$ cat config.mk
export PLATFORM = sky130hd
export DESIGN_NAME = key_conditioner
export DESIGN_NICKNAME = d
export VERILOG_FILES = /design/src/rtl/key_pkg.sv /design/src/rtl/key_channel.sv /design/src/rtl/key_conditioner.sv
export SDC_FILE = /design/constraint.sdc
export NUM_CORES = 1
export LEC_CHECK = 0
export BUFFER_PORTS_ARGS = -buffer_cell sky130_fd_sc_hd__buf_4
export CORE_ASPECT_RATIO = 1.75
export CORE_MARGIN = 2
export CORE_UTILIZATION = 57
export DETAILED_ROUTE_END_ITERATION = 10
export PLACE_DENSITY = 0.76
export SKIP_LAST_GASP = 1
export SLEW_MARGIN = 20
export SYNTH_ARGS = -nofsm -noshare
export SYNTH_HDL_FRONTEND = slang
export SYNTH_SLANG_ARGS = --single-unit
$ cat constraint.sdc
create_clock -name iVGA_CLK -period 3.25 [get_ports iVGA_CLK]
set_clock_uncertainty 0.15 [all_clocks]
set_input_delay 0.1625 -clock iVGA_CLK [delete_from_list [all_inputs] [get_ports iVGA_CLK]]
set_output_delay 0.1625 -clock iVGA_CLK [all_outputs]
set_load 0.05 [all_outputs]
$ cat src/rtl/key_pkg.sv
// rtl/key_pkg.sv - shared types and constants for the push-button conditioner
package key_pkg;

    typedef enum logic [1:0] {
        ST_IDLE   = 2'd0,
        ST_DELAY  = 2'd1,
        ST_REPEAT = 2'd2
    } rpt_state_e;

    // Board buttons pull low when pressed
    localparam logic KEY_PRESSED_LEVEL = 1'b0;

    localparam int DEFAULT_DEBOUNCE_CYCLES     = 250000;
    localparam int DEFAULT_REPEAT_DELAY_CYCLES = 10000000;
    localparam int DEFAULT_REPEAT_RATE_CYCLES  = 2500000;
    localparam int DEFAULT_REPEAT_EN           = 1;
    localparam int DEFAULT_CNT_W               = 24;

endpackage

$ cat src/rtl/key_channel.sv
// rtl/key_channel.sv - synchronizer, debounce and hold-to-repeat pulse for one key
module key_channel
    import key_pkg::*;
#(
    parameter int DEBOUNCE_CYCLES     = DEFAULT_DEBOUNCE_CYCLES,
    parameter int REPEAT_DELAY_CYCLES = DEFAULT_REPEAT_DELAY_CYCLES,
    parameter int REPEAT_RATE_CYCLES  = DEFAULT_REPEAT_RATE_CYCLES,
    parameter int REPEAT_EN           = DEFAULT_REPEAT_EN,
    parameter int CNT_W               = DEFAULT_CNT_W
) (
    input  logic clk,
    input  logic rst,
    input  logic key_raw,
    output logic level,
    output logic level_next,
    output logic pulse
);

    localparam logic [CNT_W-1:0] DB_LAST = CNT_W'(DEBOUNCE_CYCLES - 1);
    localparam logic [CNT_W-1:0] RD_LAST = CNT_W'(REPEAT_DELAY_CYCLES - 1);
    localparam logic [CNT_W-1:0] RR_LAST = CNT_W'(REPEAT_RATE_CYCLES - 1);

    logic             s1_q, s1_d;
    logic             s2_q, s2_d;
    logic             stable_q, stable_d;
    logic [CNT_W-1:0] db_cnt_q, db_cnt_d;
    logic [CNT_W-1:0] rpt_cnt_q, rpt_cnt_d;
    rpt_state_e       state_q, state_d;
    logic             pulse_q, pulse_d;
    logic             p;

    always_comb begin
        s1_d     = key_raw;
        s2_d     = s1_q;
        p        = (s2_q == KEY_PRESSED_LEVEL);
        stable_d = stable_q;
        db_cnt_d = '0;
        if (p != stable_q) begin
            if (db_cnt_q == DB_LAST) begin
                stable_d = p;
            end else begin
                db_cnt_d = db_cnt_q + 1'b1;
            end
        end

        // The FSM looks at the next stable value so the first pulse lands on the
        // same edge the level rises, and a release beats a same-edge terminal count.
        state_d   = state_q;
        rpt_cnt_d = rpt_cnt_q;
        pulse_d   = 1'b0;
        if (!stable_d) begin
            state_d   = ST_IDLE;
            rpt_cnt_d = '0;
        end else begin
            case (state_q)
                ST_IDLE: begin
                    pulse_d   = 1'b1;
                    rpt_cnt_d = '0;
                    state_d   = ST_DELAY;
                end
                ST_DELAY: begin
                    if (REPEAT_EN != 0) begin
                        if (rpt_cnt_q == RD_LAST) begin
                            pulse_d   = 1'b1;
                            rpt_cnt_d = '0;
                            state_d   = ST_REPEAT;
                        end else begin
                            rpt_cnt_d = rpt_cnt_q + 1'b1;
                        end
                    end
                end
                ST_REPEAT: begin
                    if (rpt_cnt_q == RR_LAST) begin
                        pulse_d   = 1'b1;
                        rpt_cnt_d = '0;
                    end else begin
                        rpt_cnt_d = rpt_cnt_q + 1'b1;
                    end
                end
                default: begin
                    state_d   = ST_IDLE;
                    rpt_cnt_d = '0;
                end
            endcase
        end
    end

    always_ff @(posedge clk or posedge rst) begin
        if (rst) begin
            s1_q      <= 1'b1;
            s2_q      <= 1'b1;
            stable_q  <= 1'b0;
            db_cnt_q  <= '0;
            rpt_cnt_q <= '0;
            state_q   <= ST_IDLE;
            pulse_q   <= 1'b0;
        end else begin
            s1_q      <= s1_d;
            s2_q      <= s2_d;
            stable_q  <= stable_d;
            db_cnt_q  <= db_cnt_d;
            rpt_cnt_q <= rpt_cnt_d;
            state_q   <= state_d;
            pulse_q   <= pulse_d;
        end
    end

    assign level      = stable_q;
    assign level_next = stable_d;
    assign pulse      = pulse_q;

endmodule

$ cat src/rtl/key_conditioner.sv
// rtl/key_conditioner.sv - two conditioned keys with conflict detection and pulse masking
module key_conditioner
    import key_pkg::*;
#(
    parameter int DEBOUNCE_CYCLES     = DEFAULT_DEBOUNCE_CYCLES,
    parameter int REPEAT_DELAY_CYCLES = DEFAULT_REPEAT_DELAY_CYCLES,
    parameter int REPEAT_RATE_CYCLES  = DEFAULT_REPEAT_RATE_CYCLES,
    parameter int REPEAT_EN           = DEFAULT_REPEAT_EN,
    parameter int CNT_W               = DEFAULT_CNT_W
) (
    input  logic iVGA_CLK,
    input  logic reset,
    input  logic iKEY0_raw,
    input  logic iKEY1_raw,
    output logic key0,
    output logic key1,
    output logic key0_pulse,
    output logic key1_pulse,
    output logic conflict
);

    logic lvl0, lvl0_next, pulse0;
    logic lvl1, lvl1_next, pulse1;
    logic conflict_q, conflict_d;

    key_channel #(
        .DEBOUNCE_CYCLES    (DEBOUNCE_CYCLES),
        .REPEAT_DELAY_CYCLES(REPEAT_DELAY_CYCLES),
        .REPEAT_RATE_CYCLES (REPEAT_RATE_CYCLES),
        .REPEAT_EN          (REPEAT_EN),
        .CNT_W              (CNT_W)
    ) u_ch0 (
        .clk       (iVGA_CLK),
        .rst       (reset),
        .key_raw   (iKEY0_raw),
        .level     (lvl0),
        .level_next(lvl0_next),
        .pulse     (pulse0)
    );

    key_channel #(
        .DEBOUNCE_CYCLES    (DEBOUNCE_CYCLES),
        .REPEAT_DELAY_CYCLES(REPEAT_DELAY_CYCLES),
        .REPEAT_RATE_CYCLES (REPEAT_RATE_CYCLES),
        .REPEAT_EN          (REPEAT_EN),
        .CNT_W              (CNT_W)
    ) u_ch1 (
        .clk       (iVGA_CLK),
        .rst       (reset),
        .key_raw   (iKEY1_raw),
        .level     (lvl1),
        .level_next(lvl1_next),
        .pulse     (pulse1)
    );

    always_comb begin
        conflict_d = lvl0_next & lvl1_next;
    end

    always_ff @(posedge iVGA_CLK or posedge reset) begin
        if (reset) begin
            conflict_q <= 1'b0;
        end else begin
            conflict_q <= conflict_d;
        end
    end

    // Conflict updates on the same edge as the levels, so a press completing
    // while the other key is held is masked from its very first pulse.
    assign key0       = lvl0;
    assign key1       = lvl1;
    assign conflict   = conflict_q;
    assign key0_pulse = pulse0 & ~conflict_q;
    assign key1_pulse = pulse1 & ~conflict_q;

endmodule

== Yosys cells after proc, flatten, opt, wreduce, memory -nomap -nowiden ==
Index checks and enable logic that the tools add are counted.

* Divide/modulo/power cells: 0
* Equality and inequality tests: 16
* $mul: 0
* Reductions and logical operators: 4
* Order comparisons: 0
* Bitwise gates (word level): 6
* Add/sub/neg operators: 4
* Mux-type cells: 30
* Shifts and indexed selects: 0

{| class="wikitable"
|+ Operator list
! kind !! number
|-
| 24-bit two-way mux || 10
|-
| 24-bit by 1-bit adder with 24-bit output (second input constant) || 4
|-
| 24-bit case mux with 2 select lines || 2
|-
| 24-bit by 18-bit == test with 1-bit output (second input constant) || 2
|-
| 24-bit by 22-bit == test with 1-bit output (second input constant) || 2
|-
| 24-bit == test (second input constant) || 2
|-
| 2-bit case mux with 3 select lines || 2
|-
| 1-bit two-way mux || 10
|-
| 2-bit two-way mux || 4
|-
| 3-bit by 2-bit inequality test with 1-bit output (second input constant) || 2
|-
| 1-bit case mux with 3 select lines || 2
|-
| 2-bit by 1-bit == test with 1-bit output (second input constant) || 2
|-
| 2-bit == test (second input constant) || 2
|-
| 2-bit zero test || 2
|-
| 2-bit inequality test (second input constant) || 2
|-
| 2-bit AND reduction || 2
|-
| 1-bit AND || 3
|-
| 1-bit inverter || 3
|-
| 1-bit inequality test || 2
|}

* ROM bits: 0
* Logic and storage cells: 75
* Register bits: 109
* Output and inout port bits: 5
* Bits of input ports: 4
* RAM bits: 0
* Bits in latches: 0
* Memories: 0

== Longest topological paths before layout ==
* Depth in word-level cells: 5
* Mapped depth: 7
* Depth with buffers taken out: 7

== By module ==
Synthesis repeated with hierarchy kept, for this count alone.

* Cell total of the unflattened synthesis: 575
* Area, all modules: 5657.9 um2

{| class="wikitable"
|+ By module, submodules not included
! module !! area each (um2) !! seq. area each (um2) !! cells each !! instances
|-
| key_channel || 2805.2 || 1353.8 || 285 || 2
|-
| key_conditioner || 47.5 || 25.0 || 5 || 1
|}

== Least setup slack after synthesis ==
No wires, ideal clock.

* Kind: register -> register
* From: register u_ch1.db_cnt_q[8]
* To: register u_ch1.rpt_cnt_q[15]
* Path buffers: 1
* Setup time: 0.119 ns
* Data required time: 2.981 ns
* Arrival time: 1.965 ns
* Clock period less this slack: 2.233 ns
* Slack: 1.017 ns
* Cell stages (with the launch flop): 7
* Cell sequence: dfrtp_1 or4_1 or3_4 o21a_4 o221ai_4 buf_6 nor2_1

* Word-level cells in the longest chain between the ends: 4

{| class="wikitable"
|+ Ends and longest elaborated chain
! what !! line !! text
|-
| start: declaration || key_channel.sv:26 || <nowiki>logic [CNT_W-1:0] db_cnt_q, db_cnt_d;</nowiki>
|-
| start signal: assignment || key_channel.sv:101 || <nowiki>db_cnt_q <= db_cnt_d;</nowiki>
|-
| 24-bit by 18-bit == test with 1-bit output || key_channel.sv:39 || <nowiki>if (db_cnt_q == DB_LAST) begin</nowiki>
|-
| 1-bit two-way mux || key_channel.sv:39 ||
|-
| 1-bit two-way mux || key_channel.sv:38 || <nowiki>if (p != stable_q) begin</nowiki>
|-
| 24-bit two-way mux || key_channel.sv:51 || <nowiki>if (!stable_d) begin</nowiki>
|-
| net u_ch1.rpt_cnt_d[15] || key_channel.sv:27 || <nowiki>logic [CNT_W-1:0] rpt_cnt_q, rpt_cnt_d;</nowiki>
|-
| end signal: assignment || key_channel.sv:102 || <nowiki>rpt_cnt_q <= rpt_cnt_d;</nowiki>
|-
| end: declaration || key_channel.sv:27 ||
|}

The timed path passes the listed nets, and every way through them passes these cells.
A chain may end at the register's enable or synchronous reset.

== Final worst setup path ==
* From: register u_ch1.db_cnt_q[8]
* To: register u_ch1.rpt_cnt_q[16]

The elaborated chain is that of the path after synthesis.

==> results by group <==
Worst setup path
  – R2R Setup Slk: 0.66 ns
  – CP Capture Type: register
  – Worst Path Buf+Inv: 0
  – Reg2Reg Depth: 5
  – Crit path max-delay family: simple AND/OR/NAND/NOR gates
  – Critical Path Source Type: register
  – Worst flop-to-flop path startpoint: u_ch1.db_cnt_q[8]$_DFF_PP0_
  – Worst Setup Path Type: reg -> reg
  – Crit-path cells: or4_1 -> or3_4 -> o21a_4 -> o221ai_4 -> nor2_1
  – CP max stage delay: 0.56 ns
  – WP data required: 3.29 ns
  – Crit-path max FO: 23
  – Worst path slowest cell: o221ai_4
  – WP data arrival: 2.63 ns
  – R2r endpoint: u_ch1.rpt_cnt_q[16]$_DFF_PP0_

Timing
  – Fmax: 0.387 GHz
  – Final hold slack: 0.202 ns
  – Final worst-path cycle share: 0.796
  – RSZ-0062 raised after global routing: false
  – Final hold viol count: 0
  – Final setup viols: 0
  – Minimum clock period: 2.59 ns
  – Slew headroom: 0.348
  – Least-Margin Pin Slew: 0.964 ns
  – Setup_tns: 0 ns
  – Max-slew violation count: 0

Min path
  – Worst hold stages: 0
  – Hold_sp: u_ch0.s1_q$_DFF_PP1_
  – Min-Delay Endpoint: u_ch0.s2_q$_DFF_PP1_
  – Min-delay worst type: reg -> reg

Clock network
  – CTS Buffer Depth: 2
  – CTS clk-pin slew, worst paths: 0.07 ns
  – Post-CTS setup buffers: 0
  – TritonCTS Buffers: 9
  – H-Tree Depth: 3
  – Worst-Skew Late Latency: 0.34 ns
  – CTS sink count: 109
  – Root Buffer: clkbuf_16
  – CTS tree: done
  – Post-CTS resize count: 0

Synthesis
  – Top FF cell, synth: dfrtp_1
  – Post-synthesis cell count: 571
  – Post-synth EDFFs: 0
  – Synth Cell Area: 5600 um^2
  – Syn. warnings: 0
  – Syn avg cell area: 9.80 um^2
  – Yosys reg bits: 109
  – Unique cell type count in the Yosys netlist: 39
  – Syn_nets: 588
  – Asr flop ratio synth: 1.00
  – Sequential area share after synthesis: 0.488

Finish
  – Area delta synth->final: 8.68%
  – Most frequent cells in the layout: nor2_1, dfrtp_1, xnor2_1
  – Most common cell after layout, fill and taps aside: nor2_1
  – Antenna Cells: 0
  – Post-route insts no fill: 709
  – Nets: 600
  – Share of cells above drive strength 1: 0.0733

Global route
  – Number of global-route vias before repair: 4229
  – First-pass GRT wire length: 18700 um
  – GR Util All Layers: 0.217
  – GRT overflow: 0
  – Antenna violations before repair: 0
  – Pin count of the biggest net entering global routing: 110

Placement
  – GPL Wtd Cong: 0.894
  – Dpl hpwl: 7160 um
  – I/O Buffers: 8
  – Placed Cells: 691

Floorplan
  – Initial Utilization: 0.587
  – Die height: 135 um
  – Placement Rows: 47
  – Ports: 9
  – Core area: 9530 um^2
  – Die span in x: 78.9 um
  – Die Area: 10700 um^2

Pwr
  – Leakage: 2.43 nW
  – VDD IR max: 0.275 mV
  – Power Density: 412 nW/um^2

Detailed routing
  – Post-route DRC violation count: 0
  – Via Count: 4053
  – Vias/cell: 5.72
  – Starting DRT DRC Count: 194
  – Antenna viol nets, final: 0
  – DR pass1 iterations: 4
  – Detailed Route WL: 10600 um
  – Drt wl/cell: 14.9 um

Run
  – Max-cap viol count: 0

Status
  – Status: finished clean
## power by group
group | leakage [nW] | switching [W] | internal [W]
clock | 0.140 | 0.000459 | 0.000615
sequential | 1.50 | 0.00000802 | 0.00137
combinational | 0.783 | 0.0000413 | 0.0000158
## flip-flops by register name (all words and copies together), names as in the netlist, 2 cells and up
register,cells
u_ch0.rpt_cnt_q,24
u_ch0.state_q,2
u_ch0.db_cnt_q,24
u_ch1.db_cnt_q,24
u_ch1.state_q,2
u_ch1.rpt_cnt_q,24
## routing by layer
metal	global-route usage	up-vias	wire length [um]
met4	0.0910	0	251
met5	0	-	0
li1	-	1973	-
met1	0.255	1991	4390
met3	0.0374	22	232
met2	0.387	67	5710
## metrics by stage
step	setup slack, ns	total power, W	util	area, um^2
2_1_floorplan	0.0702	0.00144	-	5600
3_3_place_gp	0.741	0.00145	0.605	5770
3_5_place_dp	0.680	0.00146	0.605	5770
4_1_cts	0.652	0.00253	0.638	6080
5_1_grt	0.552	0.00259	0.638	6080
6_report	0.665	0.00251	0.638	6080
## synthesized netlist by cell type (all sizes together) (8+ instances only)
cell,n,share of area
o21a,8,0.013
nand2,29,0.019
and4,9,0.014
dfrtp,105,0.47
ha,13,0.029
and3,9,0.010
buf,9,0.012
nor2,123,0.083
xor2,42,0.066
nand4,27,0.030
nor4,9,0.010
nand3,41,0.037
inv,20,0.013
nor3,24,0.025
xnor2,46,0.072
## final cells by class
type	count	area, um^2
multi-input cells	428	2700
clock inverters	2	35.0
clock buffers	13	250
flip-flops and latches	109	2730
inverters	20	77.6
fillers	790	3450
well taps	122	153
repair buffers	15	133
## worst max-delay path by stage
stage / start / to / slack, ns / cells past startpoint
after global routing: u_ch1.db_cnt_q[8]$_DFF_PP0_ / u_ch1.rpt_cnt_q[2]$_DFF_PP0_ / 0.55 / 5
after detailed placement: u_ch1.db_cnt_q[8]$_DFF_PP0_ / u_ch1.rpt_cnt_q[16]$_DFF_PP0_ / 0.68 / 5
after CTS: u_ch0.db_cnt_q[13]$_DFF_PP0_ / u_ch0.rpt_cnt_q[12]$_DFF_PP0_ / 0.65 / 5
final: u_ch1.db_cnt_q[8]$_DFF_PP0_ / u_ch1.rpt_cnt_q[16]$_DFF_PP0_ / 0.66 / 5
after global placement: u_ch1.db_cnt_q[8]$_DFF_PP0_ / u_ch1.rpt_cnt_q[9]$_DFF_PP0_ / 0.74 / 5
after floorplan: reset / conflict$_DFF_PP0_ / 0.07 / 1
## worst reg2reg max path: cells and delay by family, from the launching register on
| family | cells | cell delay, ns |
|---|---|---|
| compound gates | 2 | 0.79 |
| flops | 1 | 0.44 |
| simple gates | 3 | 1.06 |
## logic make-up (layout without fill, tap and decap cells)
group                    Yosys count  count (layout)  synth area share
AND/OR/NAND/NOR                  304             304             0.275
flip-flops                       109             109             0.488
XOR/XNOR                          88              88             0.138
buffers and inverters             34              50            0.0291
AO/OA/AOI/OAI                     23              23            0.0403
adder cells (fa/ha/maj)           13              13            0.0291
## timing repair
action,in CTS,in global routing
hold buffers,3,0
hold endpoints to repair,107,0
setup endpoints to repair,0,0
Power figures use the tool's default switching activity.
